===== src/rtl/mult_pp_issue_8.sv =====
// ---------------------------------------------------------------------------
// mult_pp_issue_8
//   Partial-product issue stage that feeds the carry-save accumulator of the
//   8-bit multiplier unit. Accepts a 32-bit operand pair plus element width
//   over valid/ready. It splits the operands into bytes and presents eight
//   unsigned 8x8 products per beat on mult_out_1..8, together with start,
//   sew_out and last.
//     sew=00 (8b)  : one beat, diagonal byte products
//     sew=01 (16b) : one beat, the four products of each 16-bit half
//     sew=10 (32b) : two beats, columns b0/b1 then columns b2/b3
//     sew=11       : one all-zero beat tagged 11 so downstream flags it
// ---------------------------------------------------------------------------
module mult_pp_issue_8 (
    input  logic        clk,
    input  logic        reset,      // asynchronous, active-low
    input  logic        in_valid,
    output logic        in_ready,
    input  logic [1:0]  sew,
    input  logic [31:0] op_a,
    input  logic [31:0] op_b,
    output logic        start,
    output logic [1:0]  sew_out,
    output logic        last,
    output logic [15:0] mult_out_1,
    output logic [15:0] mult_out_2,
    output logic [15:0] mult_out_3,
    output logic [15:0] mult_out_4,
    output logic [15:0] mult_out_5,
    output logic [15:0] mult_out_6,
    output logic [15:0] mult_out_7,
    output logic [15:0] mult_out_8
);

    // Element-width encodings
    localparam logic [1:0] SEW_8   = 2'b00;
    localparam logic [1:0] SEW_16  = 2'b01;
    localparam logic [1:0] SEW_32  = 2'b10;
    localparam logic [1:0] SEW_ILL = 2'b11;

    typedef enum logic [1:0] {
        ST_IDLE  = 2'b00,
        ST_BEAT0 = 2'b01,
        ST_BEAT1 = 2'b10
    } state_t;

    // Eight 16-bit product lanes; lane 0 drives mult_out_1
    typedef logic [7:0][15:0] lanes_t;

    // Unsigned byte product, zero-extended to the 16-bit lane width
    function automatic logic [15:0] f_mul(input logic [7:0] x, input logic [7:0] y);
        return {8'h00, x} * {8'h00, y};
    endfunction

    // Product lanes for one beat of an operation.
    // beat1 only matters for 32-bit elements, which need two beats.
    function automatic lanes_t f_beat(
        input logic [31:0] a,
        input logic [31:0] b,
        input logic [1:0]  s,
        input logic        beat1
    );
        logic [3:0][7:0] av;
        logic [3:0][7:0] bv;
        logic [7:0]      b_lo;
        logic [7:0]      b_hi;
        lanes_t          l;
        av   = a;
        bv   = b;
        b_lo = beat1 ? bv[2] : bv[0];
        b_hi = beat1 ? bv[3] : bv[1];
        l    = '0;
        case (s)
            SEW_32: begin
                // One column of B per half: every A byte times b_lo / b_hi
                l[0] = f_mul(av[0], b_lo);
                l[1] = f_mul(av[1], b_lo);
                l[2] = f_mul(av[2], b_lo);
                l[3] = f_mul(av[3], b_lo);
                l[4] = f_mul(av[0], b_hi);
                l[5] = f_mul(av[1], b_hi);
                l[6] = f_mul(av[2], b_hi);
                l[7] = f_mul(av[3], b_hi);
            end
            SEW_16: begin
                // Lower halfword in lanes 0-3, upper halfword in lanes 4-7
                l[0] = f_mul(av[0], bv[0]);
                l[1] = f_mul(av[1], bv[0]);
                l[2] = f_mul(av[0], bv[1]);
                l[3] = f_mul(av[1], bv[1]);
                l[4] = f_mul(av[2], bv[2]);
                l[5] = f_mul(av[3], bv[2]);
                l[6] = f_mul(av[2], bv[3]);
                l[7] = f_mul(av[3], bv[3]);
            end
            SEW_8: begin
                // Each byte element multiplies only its own partner
                l[0] = f_mul(av[0], bv[0]);
                l[1] = f_mul(av[1], bv[1]);
                l[2] = f_mul(av[2], bv[2]);
                l[3] = f_mul(av[3], bv[3]);
            end
            default: begin
                // SEW_ILL: lanes stay zero, the tag on sew_out carries the error
                l = '0;
            end
        endcase
        return l;
    endfunction

    // -----------------------------------------------------------------------
    // State and registers
    // -----------------------------------------------------------------------
    state_t      r_state;
    logic [1:0]  r_sew_q;
    logic [31:0] r_a_q;
    logic [31:0] r_b_q;
    lanes_t      r_lanes;
    logic        r_start;
    logic        r_last;
    logic [1:0]  r_sew_out;

    state_t      w_state_nxt;
    lanes_t      w_lanes_nxt;
    logic        w_start_nxt;
    logic        w_last_nxt;
    logic [1:0]  w_sew_out_nxt;
    logic        w_accept;
    logic        w_beat1_due;

    // A 32-bit op in BEAT0 still owes its second beat, so it blocks new work.
    // Every other state either is idle or is presenting its final beat.
    assign in_ready = (r_state == ST_IDLE)
                    | ((r_state == ST_BEAT0) & (r_sew_q != SEW_32))
                    | (r_state == ST_BEAT1);

    assign w_accept    = in_valid & in_ready;
    assign w_beat1_due = (r_state == ST_BEAT0) & (r_sew_q == SEW_32);

    // Next-state and next-beat selection: pending beat 1 first, else a new
    // accept's beat 0 (back-to-back with no bubble), else drop to idle.
    always_comb begin
        // NOTE: every signal gets a default before any branch so no path leaves
        // it unassigned; otherwise synthesis infers a latch.
        w_state_nxt   = ST_IDLE;
        w_lanes_nxt   = '0;
        w_start_nxt   = 1'b0;
        w_last_nxt    = 1'b0;
        w_sew_out_nxt = SEW_8;
        if (w_beat1_due) begin
            w_state_nxt   = ST_BEAT1;
            w_lanes_nxt   = f_beat(r_a_q, r_b_q, r_sew_q, 1'b1);
            w_start_nxt   = 1'b1;
            w_last_nxt    = 1'b1;
            w_sew_out_nxt = r_sew_q;
        end else if (w_accept) begin
            w_state_nxt   = ST_BEAT0;
            w_lanes_nxt   = f_beat(op_a, op_b, sew, 1'b0);
            w_start_nxt   = 1'b1;
            w_last_nxt    = (sew != SEW_32);
            w_sew_out_nxt = sew;
        end
    end

    // State register; reset returns to IDLE and abandons any pending beat
    always_ff @(posedge clk or negedge reset) begin
        // NOTE: sequential state uses non-blocking (<=) so all registers update
        // together at the edge, independent of statement order.
        if (!reset) begin
            r_state <= ST_IDLE;
        end else begin
            r_state <= w_state_nxt;
        end
    end

    // Operand latch: captured on accept so input changes mid-op are ignored
    always_ff @(posedge clk or negedge reset) begin
        // NOTE: the operand copies are reset as well; they are only read in
        // BEAT0, but a defined value keeps simulation X-free after reset.
        if (!reset) begin
            r_sew_q <= SEW_8;
            r_a_q   <= '0;
            r_b_q   <= '0;
        end else if (w_accept) begin
            r_sew_q <= sew;
            r_a_q   <= op_a;
            r_b_q   <= op_b;
        end
    end

    // Output beat registers: load every edge with the selected beat (or zero)
    always_ff @(posedge clk or negedge reset) begin
        if (!reset) begin
            r_lanes   <= '0;
            r_start   <= 1'b0;
            r_last    <= 1'b0;
            r_sew_out <= SEW_8;
        end else begin
            r_lanes   <= w_lanes_nxt;
            r_start   <= w_start_nxt;
            r_last    <= w_last_nxt;
            r_sew_out <= w_sew_out_nxt;
        end
    end

    assign start      = r_start;
    assign last       = r_last;
    assign sew_out    = r_sew_out;
    assign mult_out_1 = r_lanes[0];
    assign mult_out_2 = r_lanes[1];
    assign mult_out_3 = r_lanes[2];
    assign mult_out_4 = r_lanes[3];
    assign mult_out_5 = r_lanes[4];
    assign mult_out_6 = r_lanes[5];
    assign mult_out_7 = r_lanes[6];
    assign mult_out_8 = r_lanes[7];

endmodule


===== config.mk =====
export PLATFORM = sky130hd
export DESIGN_NAME = mult_pp_issue_8
export DESIGN_NICKNAME = d
export VERILOG_FILES = /design/src/rtl/mult_pp_issue_8.sv
export SDC_FILE = /design/constraint.sdc
export NUM_CORES = 2
export LEC_CHECK = 0
export ABC_CLOCK_PERIOD_IN_PS = 11300
export CAP_MARGIN = 0
export CORE_ASPECT_RATIO = 1.2
export CORE_MARGIN = 2
export CORE_UTILIZATION = 67
export DETAILED_ROUTE_END_ITERATION = 6
export DONT_BUFFER_PORTS = 1
export GPL_ROUTABILITY_DRIVEN = 1
export GPL_TIMING_DRIVEN = 0
export MAX_ROUTING_LAYER = met4
export PLACE_DENSITY_LB_ADDON = 0.08
export SLEW_MARGIN = 30
export SYNTH_ARGS = -nofsm -noshare
export SYNTH_HDL_FRONTEND = slang
export SYNTH_SLANG_ARGS = --single-unit
export TNS_END_PERCENT = 5

===== constraint.sdc =====
create_clock -name clk -period 11.3 [get_ports clk]
set_input_delay 2.26 -clock clk [delete_from_list [all_inputs] [get_ports clk]]
set_output_delay 2.26 -clock clk [all_outputs]
set_load 0.02 [all_outputs]

==> qor.yml <==
run_status:
  status: "complete, but fails checks"
  violations: "DRC"
yosys:
  synth_nets: 8605
  synth-simple-area-share_pct: 19.9
  synthFlopType: "dfrtp_1"
  netlist.area_leader.share_pct: 29.2
  async_flop_share_pct: 100
  synth_area_sq_um: 59200
  yosysTopAreaCell: "fa_1"
  syn_area_per_cell_sq_um: 8.70
  synthAdderAreaFrac_pct: 47.7
  synth_compound_area_share_pct: 10.1
  ys_seq_area_share_pct: 8.46
  synthTopCellsByArea: "fa_1 29%, ha_1 18%, and2_1 13%, dfrtp_1 8.5%, inv_1 7.7%"
  synth_mux_area_share_pct: 0.0677
  yosysUniqueCellTypes: 67
  synth_edf_count: 0
  post_synth_inst_count: 6800
  synth_seq_cells: 200
  yosysWarnings: 0
  synth_xor_area_share_pct: 3.88
  synth_top_family_by_area: "adder cells"
clock_network:
  cts_buffer_depth: 2
  hold_buffers: 0
  h-tree-depth: 4
  postCtsSetupBuffers: 0
  post_cts_resized: 0
  path_clk_slew_ps: 100
  clk_latency_ps: 560
  tritoncts: "built"
  cts.root.buffer_cell: "clkbuf_16"
  numClockSinks: 200
  cts_buffers: 17
critical_path:
  worstReg2RegEnd: "mult_out_2[15]"
  path_class: "input pin to register"
  cp.arrival_ps: 8230
  cp_num_cells: 18
  cp.required_ps: 11640
  rrSetupSlack_ps: 4700
  rr_startpoint: "r_b_q[21]"
  cp_top_family: "adder cells"
  cp_slowest_cell: "a22oi_1"
  crit_top_cell: "fa_1"
  path_buf_inv: 4
  path_cells: "clkbuf_1, nand2_1, fa_1, fa_1, inv_1, fa_1, inv_1, fa_1, inv_1, ha_1, o21a_1, a21oi_1, o21ai_0, a211oi_1, a21oi_1, xnor2_1, a22oi_1, o21ai_0"
  cp-end-kind: "register"
  cp-startpoint: "op_a[21]"
  setup.worst_path.start_class: "input pin"
  cp_max_fo: 10
  max_stage_delay_ps: 870
  crit_end: "mult_out_5[15]"
  reg2reg_depth: 17
detailed_routing:
  vias: 50888
  drc: 11
  route.detailed.wl_per_inst_um: 27.5
  routed_wirelength_um: 220000
  first_pass_iters: 7
  via_per_inst: 6.35
  ant_nets: 0
  drt_first_iter_violations: 5649
timing:
  fmax_ghz: 0.127
  relSlewSlack_pct: 17.7
  worst_pin_slew_ps: 1230
  maxSlewViolCount: 0
  finalSetupTns_ps: 0
  hold_viol: 0
  fin_crit_ps: 7890
  fin_skew_ps: 26.2
  min_period_over_period_pct: 69.8
  grt_setup_unrepaired: "no"
  setup_violations: 0
grt:
  grt-ovfl-total: 0
  grt_max_degree: 201
  grt_pass1_wl_um: 321000
  grt-busiest-layer: "met2"
  grt.met1_usage_pct: 59.5
  grt_use_met2_pct: 71.1
  gr-usage-all-layers_pct: 50.8
  grt_pass1_vias: 50910
  grt_antenna_before_repair: 16
  grtUsageMet3_pct: 17.5
placement:
  dpl_cell_area_sq_um: 60700
  port_buffers: 0
  place_hpwl_um: 180000
  place_congestion: 1.10
die:
  ios: 202
  dieArea_sq_um: 90700
  num_rows: 119
  die_x_um: 275
  coreArea_sq_um: 87700
  start_util_pct: 67.5
  die_h_um: 330
pwr:
  p_per_area_nw_per_um2: 225
  ir_drop_mv: 0.360
  p_leak_uw: 0.0327
final_layout:
  layout.cells.most_common_list: "1247 x and2_1, 1220 x inv_1, 872 x ha_1"
  layout_commonest_cell: "and2_1"
  syn2layout_area_growth_pct: 3.61
  nNetsFinal: 8633
  final_cell_area_sq_um: 61300
  nFillCells: 7130
  layout-drive-gt1-share_pct: 1.29
hold_path:
  worstHoldPathType: "register to register"
flow_run:
  max_cap_viol_count: 0
-- layout make-up --
type	instances	area (sq um)	share of cell area, %
well taps	1149	1440	2.34
inverters	1220	4580	7.47
plain buffers	345	1300	2.13
flip-flops and latches	200	5000	8.16
diodes	21	52.6	0.0857
repair buffers	9	56.3	0.0918
multi-input cells	5035	48300	78.8
clock buffers	18	439	0.716
clock inverters	13	130	0.212
-- Yosys cell counts (all sizes together) (5+ instances only) --
| cell | number |
|---|---|
| and2 | 1247 |
| inv | 1220 |
| ha | 872 |
| fa | 864 |
| nand2 | 580 |
| clkbuf | 339 |
| dfrtp | 200 |
| a21oi | 164 |
| xnor2 | 161 |
| nor2 | 126 |
| a22oi | 114 |
| a21o | 101 |
| xor2 | 101 |
| o21ai | 94 |
| o22ai | 88 |
| nor3 | 85 |
| nand3 | 51 |
| a222oi | 38 |
| or3 | 28 |
| o21a | 27 |
| a2111oi | 26 |
| a211oi | 25 |
| and3 | 25 |
| a31oi | 21 |
| o21bai | 20 |
| a22o | 15 |
| o41ai | 15 |
| or2 | 15 |
| nor2b | 11 |
| o31ai | 11 |
| a211o | 9 |
| nand2b | 9 |
| a221oi | 8 |
| a41o | 8 |
| o211ai | 8 |
| o221ai | 8 |
| o311ai | 7 |
| buf | 6 |
| a311oi | 5 |
| a32oi | 5 |
-- layer usage --
layer	share of wire, %	vias to the layer above
met5	0	-
met2	42	3212
li1	-	21620
met4	10	0
met1	36	25103
met3	12	953
-- how the worst min path moves through the flow --
stage	start	to	slack (ps)	depth (start not counted)
2_1_floorplan	r_state[0]	start	560	2
3_3_place_gp	r_sew_q[0]	r_sew_q[0]	630	2
3_5_place_dp	r_sew_q[0]	r_sew_q[0]	650	2
4_1_cts	r_sew_q[0]	r_sew_q[0]	670	2
5_1_grt	r_sew_q[0]	r_sew_q[0]	700	2
6_report	r_sew_q[1]	r_sew_q[1]	670	2
-- registers in the layout (all words and copies together) (netlist names) --
| signal | flops |
|---|---|
| r_a_q | 32 |
| r_b_q | 32 |
| mult_out_1 | 16 |
| mult_out_2 | 16 |
| mult_out_3 | 16 |
| mult_out_4 | 16 |
| mult_out_5 | 16 |
| mult_out_6 | 16 |
| mult_out_7 | 16 |
| mult_out_8 | 16 |
| r_sew_q | 2 |
| r_state | 2 |
| sew_out | 2 |
| last | 1 |
| start | 1 |
-- tightest hold or removal path: cells and delay by family, from the launching register on --
| kind | cells | cell delay [ps] |
|---|---|---|
| compound gates | 1 | 90 |
| buf+inv | 1 | 120 |
| flops | 1 | 420 |
-- metrics by stage --
stage,worst slack (ps),hold slack (ps),utilization [%],cells,total power [uW]
detailed placement,3290,649,69.2,7955,12500
CTS,3850,674,69.8,7986,13300
floorplan,4780,563,-,6800,8750
global route,3470,704,69.9,8001,14700
finish,3410,670,69.9,8010,13800
global placement,3270,633,69.1,7949,12300
-- power breakdown --
group          switching [uW]  total [uW]  internal (uW)
registers                 281        1140            854
clock network             389         687            298
logic                    7650       12000           4330
-- cells by family after synthesis --
| group | Yosys count |
|---|---|
| and+or+nand+nor | 2191 |
| AOI/OAI and AO/OA | 842 |
| buffers and inverters | 1565 |
| DFF | 200 |
| xor gates and xnor gates | 262 |
| muxes | 4 |
| adders and majority gates | 1736 |
(Power assumes the default switching activity.)
